==> config.mk <==
export PLATFORM = sky130hd
export DESIGN_NAME = alib_ram_arbiter
export DESIGN_NICKNAME = d
export VERILOG_FILES = /design/src/rtl/alib_ram_arb_pkg.sv /design/src/rtl/alib_rr_arbiter.sv /design/src/rtl/alib_ram_arbiter.sv
export SDC_FILE = /design/constraint.sdc
export NUM_CORES = 1
export LEC_CHECK = 0
export ABC_AREA = 0
export ABC_CLOCK_PERIOD_IN_PS = 3890
export CAP_MARGIN = 40
export CORE_ASPECT_RATIO = 0.7
export CORE_MARGIN = 2
export CORE_UTILIZATION = 42
export DETAILED_ROUTE_END_ITERATION = 6
export GPL_TIMING_DRIVEN = 1
export PLACE_DENSITY = 0.81
export SLEW_MARGIN = 20
export SYNTH_ARGS = -nofsm -noshare
export SYNTH_HDL_FRONTEND = slang
export SYNTH_SLANG_ARGS = --single-unit
==> constraint.sdc <==
create_clock -name clk -period 3.89 [get_ports clk]
set_clock_uncertainty 0.15 [all_clocks]
set_input_delay 0.389 -clock clk [delete_from_list [all_inputs] [get_ports clk]]
set_output_delay 0.389 -clock clk [all_outputs]
set_load 0.01 [all_outputs]
==> src/rtl/alib_ram_arb_pkg.sv <==
// ---------------------------------------------------------------------------
// alib_ram_arb_pkg
// Shared constants and helpers for the RAM arbiter slice.
//   RSP_LATENCY    : cycles from command handshake to read data on rsp_rdata
//   MAX_REQ        : largest supported requester count
//   req_idx_width  : width of a requester index for a given requester count
//   onehot_to_idx  : converts a one-hot grant (up to MAX_REQ bits) to an index
// ---------------------------------------------------------------------------
package alib_ram_arb_pkg;

    localparam int RSP_LATENCY = 2;
    localparam int MAX_REQ     = 8;

    // Index width, never below one bit so a two-requester build still has a pointer.
    function automatic int req_idx_width(input int num_req);
        return (num_req > 2) ? $clog2(num_req) : 1;
    endfunction

    // OR of the positions of set bits; exact for a one-hot (or all-zero) input.
    function automatic logic [2:0] onehot_to_idx(input logic [MAX_REQ-1:0] onehot);
        logic [2:0] idx;
        idx = 3'd0;
        for (int i = 0; i < MAX_REQ; i++) begin
            idx = idx | (3'(i) & {3{onehot[i]}});
        end
        return idx;
    endfunction

endpackage

==> src/rtl/alib_rr_arbiter.sv <==
// ---------------------------------------------------------------------------
// alib_rr_arbiter
// Combinational one-hot arbiter with a last-winner pointer.
// Default: round-robin, search starts one past the last accepted winner.
// With ALIB_RAM_ARBITER_FIXED_PRIO_EN defined: lowest index wins, no pointer.
// Ports:
//   clk    : clock
//   rst    : synchronous active-low reset (pointer -> NUM_REQ-1)
//   req    : request vector, one bit per requester
//   accept : grant was taken this cycle; pointer advances to the winner
//   grant  : one-hot grant, all zero when no request is present
// ---------------------------------------------------------------------------
module alib_rr_arbiter
    import alib_ram_arb_pkg::*;
#(
    parameter int NUM_REQ = 4
) (
    input  logic               clk,
    input  logic               rst,
    input  logic [NUM_REQ-1:0] req,
    input  logic               accept,
    output logic [NUM_REQ-1:0] grant
);

`ifdef ALIB_RAM_ARBITER_FIXED_PRIO_EN

    logic unused_s;
    assign unused_s = clk ^ rst ^ accept;

    // Fixed priority: scan upward, first set request takes the grant.
    always_comb begin
        logic found;
        grant = {NUM_REQ{1'b0}};
        found = 1'b0;
        for (int i = 0; i < NUM_REQ; i++) begin
            grant[i] = req[i] & ~found;
            found    = found | req[i];
        end
    end

`else

    localparam int IW = req_idx_width(NUM_REQ);

    logic [IW-1:0]        ptr_r;
    logic [MAX_REQ-1:0]   grant_pad_s;
    logic [2:0]           grant_idx_full_s;
    logic                 unused_s;

    // Round-robin search from ptr+1; the index wrap skips non-existent requesters.
    always_comb begin
        logic found;
        int   j;
        grant = {NUM_REQ{1'b0}};
        found = 1'b0;
        j     = 0;
        for (int k = 1; k <= NUM_REQ; k++) begin
            j = int'(ptr_r) + k;
            if (j >= NUM_REQ) begin
                j = j - NUM_REQ;
            end else begin
                j = j + 0;
            end
            grant[j] = req[j] & ~found;
            found    = found | req[j];
        end
    end

    // Widen the grant to the helper's fixed input width.
    always_comb begin
        grant_pad_s                = {MAX_REQ{1'b0}};
        grant_pad_s[NUM_REQ-1:0]   = grant;
    end

    assign grant_idx_full_s = onehot_to_idx(grant_pad_s);
    assign unused_s         = ^grant_idx_full_s;

    // Pointer remembers the last accepted winner; holds on idle cycles.
    always_ff @(posedge clk) begin
        if (!rst) begin
            ptr_r <= IW'(NUM_REQ - 1);
        end else if (accept) begin
            ptr_r <= grant_idx_full_s[IW-1:0];
        end else begin
            ptr_r <= ptr_r;
        end
    end

`endif

endmodule

==> src/rtl/alib_ram_arbiter.sv <==
// ---------------------------------------------------------------------------
// alib_ram_arbiter
// Shares one single-port RAM among NUM_REQ requesters. One command is
// accepted per cycle, registered onto the RAM port, and read data returns
// to the issuer RSP_LATENCY cycles after its handshake.
// Build option: ALIB_RAM_ARBITER_FIXED_PRIO_EN selects fixed priority
// (lowest index wins) instead of round-robin.
// Ports:
//   clk, rst            : clock, synchronous active-low reset
//   req_valid/req_ready : per-requester command handshake
//   req_we              : per-requester write enable (0 = read)
//   req_addr/req_wdata  : flattened per-requester address / write data
//   rsp_valid           : per-requester read-data strobe
//   rsp_rdata           : shared read data (RAM dout, unregistered)
//   ram_addr/din/we     : registered RAM command port
//   ram_dout            : RAM read data
// ---------------------------------------------------------------------------
module alib_ram_arbiter
    import alib_ram_arb_pkg::*;
#(
    parameter  int NUM_REQ    = 4,
    parameter  int DATA_WIDTH = 8,
    parameter  int DEPTH      = 1024,
    localparam int AW         = $clog2(DEPTH - 1)
) (
    input  logic                          clk,
    input  logic                          rst,
    input  logic [NUM_REQ-1:0]            req_valid,
    output logic [NUM_REQ-1:0]            req_ready,
    input  logic [NUM_REQ-1:0]            req_we,
    input  logic [NUM_REQ*AW-1:0]         req_addr,
    input  logic [NUM_REQ*DATA_WIDTH-1:0] req_wdata,
    output logic [NUM_REQ-1:0]            rsp_valid,
    output logic [DATA_WIDTH-1:0]         rsp_rdata,
    output logic [AW-1:0]                 ram_addr,
    output logic [DATA_WIDTH-1:0]         ram_din,
    output logic                          ram_we,
    input  logic [DATA_WIDTH-1:0]         ram_dout
);

    logic [NUM_REQ-1:0]    grant_s;
    logic [NUM_REQ-1:0]    rd_tag_s;
    logic                  hs_s;
    logic [AW-1:0]         win_addr_s;
    logic [DATA_WIDTH-1:0] win_wdata_s;
    logic                  win_we_s;
    logic [AW-1:0]         ram_addr_r;
    logic [DATA_WIDTH-1:0] ram_din_r;
    logic                  ram_we_r;
    logic [NUM_REQ-1:0]    tag_pipe_r [RSP_LATENCY];

    alib_rr_arbiter #(
        .NUM_REQ (NUM_REQ)
    ) u_arb (
        .clk    (clk),
        .rst    (rst),
        .req    (req_valid),
        .accept (hs_s),
        .grant  (grant_s)
    );

    // Ready is the grant, blanked while reset is asserted.
    always_comb begin
        if (!rst) begin
            req_ready = {NUM_REQ{1'b0}};
        end else begin
            req_ready = grant_s;
        end
    end

    assign hs_s     = |(req_valid & req_ready);
    // Only reads earn a response tag; writes travel as zero.
    assign rd_tag_s = req_valid & req_ready & ~req_we;

    // AND-OR mux of the one-hot winner's payload.
    always_comb begin
        win_addr_s  = {AW{1'b0}};
        win_wdata_s = {DATA_WIDTH{1'b0}};
        win_we_s    = 1'b0;
        for (int i = 0; i < NUM_REQ; i++) begin
            win_addr_s  = win_addr_s  | (req_addr[i*AW +: AW] & {AW{grant_s[i]}});
            win_wdata_s = win_wdata_s | (req_wdata[i*DATA_WIDTH +: DATA_WIDTH] & {DATA_WIDTH{grant_s[i]}});
            win_we_s    = win_we_s    | (req_we[i] & grant_s[i]);
        end
    end

    // Command stage: capture the winner; idle cycles drop we but keep addr/din.
    always_ff @(posedge clk) begin
        if (!rst) begin
            ram_addr_r <= {AW{1'b0}};
            ram_din_r  <= {DATA_WIDTH{1'b0}};
            ram_we_r   <= 1'b0;
        end else if (hs_s) begin
            ram_addr_r <= win_addr_s;
            ram_din_r  <= win_wdata_s;
            ram_we_r   <= win_we_s;
        end else begin
            ram_addr_r <= ram_addr_r;
            ram_din_r  <= ram_din_r;
            ram_we_r   <= 1'b0;
        end
    end

    // Tag pipeline aligns the issuer's one-hot with the RAM's read latency.
    always_ff @(posedge clk) begin
        if (!rst) begin
            for (int i = 0; i < RSP_LATENCY; i++) begin
                tag_pipe_r[i] <= {NUM_REQ{1'b0}};
            end
        end else begin
            tag_pipe_r[0] <= rd_tag_s;
            for (int i = 1; i < RSP_LATENCY; i++) begin
                tag_pipe_r[i] <= tag_pipe_r[i-1];
            end
        end
    end

    assign ram_addr  = ram_addr_r;
    assign ram_din   = ram_din_r;
    assign ram_we    = ram_we_r;
    assign rsp_valid = tag_pipe_r[RSP_LATENCY-1];
    assign rsp_rdata = ram_dout;

endmodule
Word level (Yosys, flattened, before mapping). Memories as Yosys holds them, arrays and structs flattened. Index checks and enable logic that the tools add are counted.

Memory bits (writable): 8. Output and inout bits: 35. Bits of input ports: 90. Register bits after elaboration: 21. Memories kept: 1.

Memory list: tag_pipe_r (depth 2, bits a word 4, read ports 2, clocked after Yosys merged registers in 0, wr ports 2, RTL line alib_ram_arbiter.sv:50) `logic [NUM_REQ-1:0] tag_pipe_r [RSP_LATENCY];`.

Mux-type cells: 32. Reduce and logical (&&, ||, !) cells: 6. Order comparisons: 12. Add/sub/neg operators: 8. Bitwise operators: 37.

Operators by type and width (number): >= comparator 32 x 1 -> 1 bit (second input constant) (4); >= comparator 32 x 4 -> 1 bit (second input constant) (4); < comparator 32 x 4 -> 1 bit (second input constant) (4); 2-to-1 mux 32 bit (4); subtractor 32 x 4 -> 32 bit (second input constant) (4); bitwise AND 10 bit (4); bitwise AND 8 bit (4); bitwise OR 10 bit (3); bitwise OR 8 bit (3); 2-to-1 mux 1 bit (14); bitwise AND 4 bit (3); bitwise mux 4 bit (3); 2-to-1 mux 4 bit (3); binary-select mux 1 bit (select 2 bit) (4); demux 1 bit (select 2 bit) (4); bitwise AND 1 bit (7); bitwise OR 1 bit (7); adder 2 x 2 -> 3 bit (second input constant) (2); adder 2 x 3 -> 4 bit (second input constant) (1); logical AND 1 bit (4); inverter 4 bit (1); OR reduction 4 bit (1); adder 2 x 1 -> 3 bit (second input constant) (1); inverter 1 bit (3); other kinds (3) (3).

Depth between registers and ports, before layout. Gate-level depths: netlist of run 1.

Depth after elaboration: 15. Mapped depth: 11. Gate-level depth less buffers: 8.

Modules after synthesis. A second synthesis of run 1 with hierarchy kept.

Cells, all modules: 199. Area, all modules: 1891.8 um^2.

Modules (own cells, without submodules): alib_ram_arbiter (area each 1428.9 um^2, times used 1, cells each 147, sequential area each 540.5 um^2); alib_rr_arbiter (area each 462.9 um^2, times used 1, cells each 52, sequential area each 40.0 um^2).

Worst setup path before layout of run 1. OpenSTA, ideal clock, no wires.

Kind: reg2reg. Start point: reg u_arb.ptr_r[0]. End point: reg ram_addr_r[2], in the netlist ram_addr[2]. Stages on the path, launching flop included: 12. Period minus slack after synthesis: 3.036 ns. Setup slack: 0.854 ns. Library setup time: 0.127 ns. Data arrival time: 2.759 ns. Path buffers: 3. Path through: dfxtp_1 inv_1 ha_1 mux4_2 buf_6 a31oi_1 a32oi_1 a211o_1 buf_2 buf_2 o41ai_2 a21oi_2.

Word-level cells in the longest chain between the ends: 15. Elaborated cells on any way between the ends: 70. Classes of those cells: 8 x add/sub; 12 x order compare; 28 x mux; 17 x bitwise; 5 x reduce/logical.

RTL lines: start: declaration (RTL line alib_rr_arbiter.sv:45) `logic [IW-1:0] ptr_r;`; start signal: assignment (RTL line alib_rr_arbiter.sv:81) `ptr_r <= IW'(NUM_REQ - 1);`; start signal: assignment (RTL line alib_rr_arbiter.sv:83) `ptr_r <= grant_idx_full_s[IW-1:0];`; start signal: assignment (RTL line alib_rr_arbiter.sv:85) `ptr_r <= ptr_r;`; adder 2 x 1 -> 3 bit or adder 2 x 2 -> 3 bit (tied branches) (RTL line alib_rr_arbiter.sv:58) `j = int'(ptr_r) + k;`; subtractor 32 x 4 -> 32 bit or >= comparator 32 x 4 -> 1 bit (tied branches) (RTL line alib_rr_arbiter.sv:60, alib_rr_arbiter.sv:59); 2-to-1 mux 32 bit (RTL line alib_rr_arbiter.sv:59) `if (j >= NUM_REQ) begin`; >= comparator 32 x 1 -> 1 bit (implied by the code) (tied with other cells) (RTL line alib_rr_arbiter.sv:64) `grant[j] = req[j] & ~found;`; logical AND 1 bit (implied by the code) or 2-to-1 mux 1 bit (tied branches) (RTL line alib_rr_arbiter.sv:64, alib_rr_arbiter.sv:65); 2-to-1 mux 1 bit (on tied branches) (RTL line alib_rr_arbiter.sv:64, alib_rr_arbiter.sv:65); demux 1 bit (select 2 bit) (tied with other cells); bitwise AND 4 bit (no source line) (tied with other cells); bitwise mux 4 bit (tied with other cells) (RTL line alib_rr_arbiter.sv:64); bitwise mux 4 bit or bitwise AND 1 bit (tied branches) (RTL line alib_rr_arbiter.sv:64); bitwise mux 4 bit * (RTL line alib_rr_arbiter.sv:64); bitwise AND 10 bit (RTL line alib_ram_arbiter.sv:81) `win_addr_s = win_addr_s | (req_addr[i*AW +: AW] & {AW{grant_s[i]}});`; bitwise OR 10 bit (3 in series) (RTL line alib_ram_arbiter.sv:81); end signal: assignment (RTL line alib_ram_arbiter.sv:90) `ram_addr_r <= {AW{1'b0}};`; end signal: assignment (RTL line alib_ram_arbiter.sv:94) `ram_addr_r <= win_addr_s;`; end signal: assignment (RTL line alib_ram_arbiter.sv:98) `ram_addr_r <= ram_addr_r;`; end: declaration (RTL line alib_ram_arbiter.sv:47) `logic [AW-1:0] ram_addr_r;`.

Mark *: on every way between the ends. The rest lies on a longest branch, timed or not. The select of a mux whose other input is x is not followed. A chain may end at the register's enable or synchronous reset.

Worst setup path in the final report of run 1.
Start point: reg u_arb.ptr_r[1]. End point: out req_ready[1].

Word-level cells in the longest chain between the ends: 12. Elaborated cells on any way between the ends: 61. Classes of those cells: 8 x add/sub; 12 x order compare; 28 x mux; 9 x bitwise; 4 x reduce/logical.

RTL lines: adder 2 x 1 -> 3 bit or adder 2 x 2 -> 3 bit (tied branches) (RTL line alib_rr_arbiter.sv:58); subtractor 32 x 4 -> 32 bit or >= comparator 32 x 4 -> 1 bit (tied branches) (RTL line alib_rr_arbiter.sv:60, alib_rr_arbiter.sv:59); 2-to-1 mux 32 bit (RTL line alib_rr_arbiter.sv:59); >= comparator 32 x 1 -> 1 bit (implied by the code) (tied with other cells) (RTL line alib_rr_arbiter.sv:64); logical AND 1 bit (implied by the code) or 2-to-1 mux 1 bit (tied branches) (RTL line alib_rr_arbiter.sv:64, alib_rr_arbiter.sv:65); 2-to-1 mux 1 bit (on tied branches) (RTL line alib_rr_arbiter.sv:64, alib_rr_arbiter.sv:65); demux 1 bit (select 2 bit) (tied with other cells); bitwise AND 4 bit (no source line) (tied with other cells); bitwise mux 4 bit (tied with other cells) (RTL line alib_rr_arbiter.sv:64); bitwise mux 4 bit or bitwise AND 1 bit (tied branches) (RTL line alib_rr_arbiter.sv:64); bitwise mux 4 bit * (RTL line alib_rr_arbiter.sv:64); 2-to-1 mux 4 bit * (RTL line alib_ram_arbiter.sv:64) `if (!rst) begin`; end: declaration (RTL line alib_ram_arbiter.sv:29) `output logic [NUM_REQ-1:0] req_ready,`.

Marked as above.

==> results of run 1 <==
==> final cells by class <==
type | count | area (sq um) | area share
repair buffers | 131 | 1250 | 0.316
inverters | 5 | 18.8 | 0.00472
flip-flops and latches | 29 | 581 | 0.146
well taps | 78 | 97.6 | 0.0246
multi-input cells | 238 | 1920 | 0.483
clock buffers | 7 | 96.3 | 0.0243
clock inverters | 1 | 5.00 | 0.00126
==> cell usage in the layout, fill, tap and decap left out, drive strengths merged, types with 2 or more instances in the layout <==
cell / netlist / final
a211o: 2 / 2
a21boi: 17 / 17
a21oi: 19 / 19
a222oi: 17 / 17
a22o: 2 / 2
a31oi: 3 / 3
a32oi: 21 / 21
and2: 8 / 8
and3b: 5 / 5
buf: 30 / 23
clkbuf: 17 / 7
clkdlybuf4s50: 0 / 108
dfxtp: 29 / 29
ha: 7 / 7
inv: 5 / 5
mux4: 4 / 4
nand2: 27 / 27
nand2b: 2 / 2
nand3: 18 / 18
nand3b: 7 / 7
nand4bb: 2 / 2
nor2: 5 / 5
nor2b: 3 / 3
nor3: 2 / 2
nor3b: 19 / 19
nor4b: 3 / 3
o211ai: 18 / 18
o31a: 2 / 2
o41ai: 18 / 18
==> logic make-up (layout without fill, tap and decap cells) <==
group,Yosys count,after routing
AO/OA/AOI/OAI,124,124
AND/OR/NAND/NOR,103,103
buffers and inverters,52,144
flip-flops,29,29
adder cells (fa/ha/maj),7,7
multiplexers,4,4
==> through the flow <==
stage | area, sq um | hold slack (ns)
floorplan | 2740 | 0.262
global placement | 3860 | 0.265
detailed placement | 3860 | 0.268
CTS | 3960 | 0.273
global route | 3970 | 0.294
finish | 3970 | 0.267
==> cell usage after synthesis (10+ instances only) <==
cell      instances  area [sq um]
o41ai_2          10           163
a222oi_1         17           170
a32oi_1          21           184
clkbuf_1         17          63.8
a21boi_0         17           128
nand3_1          18          90.1
a21oi_2          10          87.6
dfxtp_1          29           581
nor3b_1          19           143
buf_2            11          55.1
nand2_1          27           101
buf_4            12          90.1
o211ai_1         18           135
==> repair_timing <==
action                     in CTS  in global routing
hold endpoints to repair        0                  0
setup endpoints to repair       0                  3
resized for setup               0                  1
buffers inserted                0                  1
==> sequential cells by signal, summed over array words and instances (netlist names) <==
name         cells
ram_we           1
ram_din          8
ram_addr        10
tag_pipe_r       8
u_arb.ptr_r      2
==> where the power goes <==
group | total (uW) | switching [uW] | internal, uW
registers | 434 | 54.7 | 379
logic | 1380 | 756 | 624
clock network | 279 | 120 | 160
total | 2090 | 931 | 1160
==> metal layers <==
metal  vias to the layer above  track usage
li1                       1460            -
met1                      1560        0.421
met2                       232        0.425
met3                        22       0.0498
met4                         0       0.0883
met5                         -            0
==> worst max path at each step <==
stage	start	endpoint	slack, ns	depth (start not counted)
final	u_arb.ptr_r[1]$_SDFFE_PN1P_	req_ready[1]	0.19	8
after global routing	u_arb.ptr_r[1]$_SDFFE_PN1P_	req_ready[1]	0.01	8
after CTS	u_arb.ptr_r[1]$_SDFFE_PN1P_	req_ready[1]	0.12	8
after detailed placement	req_valid[2]	req_ready[1]	0.26	7
after global placement	req_valid[3]	req_ready[1]	0.29	7
after floorplan	u_arb.ptr_r[0]$_SDFFE_PN1P_	ram_addr[2]$_SDFFE_PN0P_	0.85	11
==> impl_metrics.csv, run 1 <==
group,metric,value,unit
place,dp_hpwl,7.65,mm
setup_path,critical_path_buf_inv_count,2,
synth,synth_cell_types,42,
routing,wl_met3,1.04,mm
worst_hold_path,hold_path_depth,1,
grt,grt_max_degree,22,
finish,diodes,0,
worst_hold_path,min_to,"tag_pipe_r[0][7]$_SDFF_PN0_",
synth,async_reset_ff_frac,0,
floorplan,die_h,71.5,um
grt,grt_pass1_wl,16.2,mm
timing,hold_viol,0,
finish,area_growth_syn_to_layout,45.2,%
place,pre_cts_slack,0.262,ns
timing,fin_crit_sh,0.951,
place,placed_cells,480,
finish,nFillCells,541,
floorplan,fp.coreArea,6280,sq um
timing,slew_headroom,0.629,
timing,setup_viol,0,
run,maxCapViolCount,0,
routing,wl_met1,4.35,mm
status,outcome,"completed",
routing,wire_per_inst,20.9,um
place,portBuffers,108,
synth,synth-xor-area-share,0,
setup_path,worstPathArrival,3.16,ns
routing,dr_total_vias,3274,
grt,grt_overflow_total,0,
routing,top_layer,"met4",
synth,syn_inst,319,
setup_path,worstReg2RegEnd,"u_arb.ptr_r[1]$_SDFFE_PN1P_",
setup_path,critPathKind,"flip-flop to output pin",
synth,avgSynthCellArea,8.58,sq um
grt,antenna_found_initial,0,
grt,grt_util_all_layers,0.286,
synth,yosys.area_share.simple,0.223,
routing,viasPerCell,6.70,
finish,drive_gt1_frac,0.148,
synth,synth_compound_area_frac,0.401,
finish,layoutNonFillerInstCount,489,
setup_path,startpoint_type,"flip-flop",
finish,fin_nets,507,
synth,synth_fa_ha_area_frac,0.0320,
timing,period_minus_slack,3.70,ns
finish,fin_util,0.633,
power,power,2090,uW
routing,first_pass_iters,5,
routing,ant_nets,0,
setup_path,cp_top_family,"buffers and inverters",
power,powerDensity,527,nW/um^2
routing,remaining_drc_errors,0,
power,irDropWorstVdd,212,uV
setup_path,endpoint_kind,"output pin",
clock_network,hold_buffers,0,
setup_path,regToRegStartpoint,"u_arb.ptr_r[1]$_SDFFE_PN1P_",
routing,dr_wl_met2,4.64,mm
setup_path,reg2regPathDepth,10,
synth,synth_edf_count,0,
synth,syn_nets,416,
setup_path,crit_chain,"inv_1 -> ha_1 -> mux4_2 -> nor4b_4 -> o22ai_1 -> a21oi_1 -> and2_1 -> clkdlybuf4s50_1",
clock_network,numCtsBuffers,5,
setup_path,crit_required,3.35,ns
timing,rsz0062_at_grt,"false",
floorplan,die_w,100,um
synth,synth_area,2740,sq um
power,p_leak,0.00145,uW
timing,tightest_slew,0.555,ns
floorplan,rows,24,
clock_network,htreeDepth,2,
timing,slew_viol_final,0,
timing,timing.fmax,270,MHz
setup_path,r2r_slack,0.45,ns
synth,synth_top_family_by_area,"compound AO/OA/AOI/OAI gates",
setup_path,critPathMaxFanout,13,
floorplan,initial_utilization,0.436,
setup_path,crit_slowest_cell,"clkdlybuf4s50_1",
setup_path,critPathMaxStageDelay,0.54,ns
synth,ys_warn_count,0,
timing,final.setup.worst_slack,0.192,ns
floorplan,die_area,7190,sq um
clock_network,clock-sinks,29,
synth,ys_seq_area_frac,0.212,
clock_network,clock_path_buffers,2,
clock_network,cts_root_buffer,"clkbuf_8",
routing,wl,10.2,mm
timing,tns,0,ns
floorplan,io_pins,125,
clock_network,clkTransAtPathRegs,0.08,ns
clock_network,clock_latency,0.29,ns
place,gp_congestion,0.946,
clock_network,tritoncts,"built",
synth,synth_flop_cell,"dfxtp_1",
worst_hold_path,hp-class,"flip-flop to flip-flop",
synth,synth-seq-cells,29,
synth,muxShareOfSynthArea,0.0329,
grt,grt_pass1_vias,3127,
worst_hold_path,hold_start,"tag_pipe_r[0][3]$_SDFF_PN0_",
routing,dr.first_iter.drc_count,560,
Power figures use the tool's default switching activity.
==> run 2: changes to the inputs <==
Settings changed: ABC_CLOCK_PERIOD_IN_PS 3890 to 3400, CORE_UTILIZATION 42 to 38, PLACE_DENSITY 0.81 to 0.77.
Clock period 3.89 ns to 3.4 ns, I/O delays scaled along.
==> run 2 against run 1 <==
Compared with the run above: count of clock-buffer cells in the layout shrank 2; critical path depth increased by 3; clock power increased by 5%; critical path type is now input port to flip-flop; largest power group unchanged.
==> impl_metrics.csv, run 2 (synthesized netlist as in run 1, its figures left out) <==
group,metric,value,unit
status,outcome,"completed",
routing,remaining_drc_errors,0,
power,seqPwrFrac,0.190,
setup_path,startpoint_type,"input port",
setup_path,path_common_cell,"buf_4",
timing,fin_crit_sh,0.971,
floorplan,fp.coreArea,6850,sq um
setup_path,cp_top_family,"buffers and inverters",
setup_path,cp.depth,11,
run,maxCapViolCount,0,
timing,period_minus_slack,3.30,ns
setup_path,reg2regPathDepth,11,
setup_path,crit_slowest_cell,"mux4_2",
timing,slew_viol_final,0,
routing,wire_per_inst,20.2,um
place,portBuffers,108,
finish,final_area,4250,sq um
clock_network,tritoncts,"built",
finish,drive_gt1_frac,0.207,
finish,diodes,0,
clock_network,clock-sinks,29,
clock_network,clock_path_buffers,2,
grt,grt_util_all_layers,0.265,
floorplan,initial_utilization,0.399,
place,dp_hpwl,8.17,mm
finish,final_common_cell,"clkdlybuf4s50_1",
timing,fin_hold_ws,0.286,ns
finish,fin_util,0.621,
finish,final_cell_mix,"clkdlybuf4s50_1 (105), buf_4 (49), dfxtp_1 (29), nand2_1 (27), a32oi_1 (21)",
power,pwr-share-clk,0.114,
routing,ant_nets,0,
clock_network,htreeDepth,2,
timing,rsz0062_at_grt,"false",
routing,viasPerCell,6.28,
worst_hold_path,hp-class,"flip-flop to flip-flop",
floorplan,die_h,75,um
place,gp_congestion,0.916,
power,p_sw,1130,uW
timing,hold_viol,0,
setup_path,critical_path_buf_inv_count,5,
clock_network,clock_latency,0.28,ns
setup_path,critPathMaxFanout,10,
worst_hold_path,hold_path_depth,1,
power,swShare,0.440,
setup_path,endpoint_kind,"flip-flop",
finish,largest_reg_flops,10,
grt,grt_overflow_total,0,
power,p_int,1450,uW
clock_network,clkTransAtPathRegs,0.07,ns
clock_network,numCtsBuffers,5,
timing,setup_viol,0,
floorplan,rows,25,
routing,first_pass_iters,6,
power,power,2580,uW
power,pwr-share-comb,0.696,
floorplan,io_pins,125,
grt,grt_max_degree,22,
power,powerDensity,607,nW/um^2
floorplan,die_w,105,um
finish,area_growth_syn_to_layout,55.4,%
setup_path,crit_required,3.41,ns
routing,wl,10.8,mm
routing,dr_total_vias,3351,
clock_network,cts_root_buffer,"clkbuf_8",
place,place_area,4130,sq um
grt,grt_pass1_vias,3072,
timing,timing.fmax,303,MHz
finish,fin_nets,536,
setup_path,worstPathArrival,3.31,ns
timing,slew_headroom,0.693,
setup_path,crit_chain,"clkdlybuf4s50_1 -> mux4_2 -> buf_4 -> nand3b_1 -> a211oi_2 -> buf_4 -> buf_4 -> o31a_1 -> buf_4 -> o41a_1 -> a32oi_1",
timing,tightest_slew,0.459,ns
setup_path,critPathKind,"input port to flip-flop",
power,irDropWorstVdd,280,uV
routing,dr.first_iter.drc_count,434,
setup_path,critPathMaxStageDelay,0.59,ns
power,p_leak,0.00164,uW
grt,grt_pass1_wl,16.3,mm
grt,antenna_found_initial,0,
floorplan,die_area,7910,sq um
[run 2: cell types whose count changed in the layout (fill, tap and decap cells not counted), moves of 2 or more]
cell and change:
buf_12 +3, clkinvlp_4 +3, clkdlybuf4s50_1 -3, clkbuf_8 -2
buf_4 +26, dlymetal6s2s_1 +3
[run 2: final cells by class]
class	count	area [sq um]
sequential	29	581
inverter	5	18.8
clock buffer	5	68.8
tap	94	118
fill	607	2600
multi-input combinational	238	1930
timing repair buffer	160	1520
clock inverter	3	22.5
[run 2: final timing paths]
kind	from	endpoint	slack, ns
setup / recovery	req_valid[0]	u_arb.ptr_r[0]$_SDFFE_PN1P_	0.1
setup reg to reg	u_arb.ptr_r[0]$_SDFFE_PN1P_	u_arb.ptr_r[0]$_SDFFE_PN1P_	0.11
hold reg to reg	tag_pipe_r[0][2]$_SDFF_PN0_	tag_pipe_r[0][6]$_SDFF_PN0_	0.29
hold / removal	tag_pipe_r[0][2]$_SDFF_PN0_	tag_pipe_r[0][6]$_SDFF_PN0_	0.29
[run 2: power groups by stage]
stage | Sequential, uW | Combinational (uW) | Clock [uW]
after floorplan | 530 | 901 | 0
after global routing | 501 | 1910 | 316
after detailed placement | 499 | 1750 | 0
after CTS | 490 | 1760 | 299
final | 491 | 1800 | 294
after global placement | 496 | 1740 | 0
[run 2: stage by stage]
step	instances	setup TNS, ns	worst slack, ns
final	534	0	0.0972
after global routing	534	0	0.0100
after CTS	533	0	0.00732
after detailed placement	525	-0.0523	-0.0227
after global placement	525	-0.0594	-0.0297
after floorplan	319	0	0.364
[run 2: layer usage]
metal  GRT usage  share of wire
met5           0              0
met4      0.0756          0.011
met2       0.416           0.44
met3      0.0502           0.10
met1       0.375           0.45
[run 2: repair_timing]
action / in CTS / in global routing
endpoints found under the hold margin: 0 / 0
endpoints found under the setup margin: 1 / 3
setup buffers: 0 / 1
pin swaps: 0 / 1
hold buffers: 0 / 0
gates resized for setup: 1 / 5
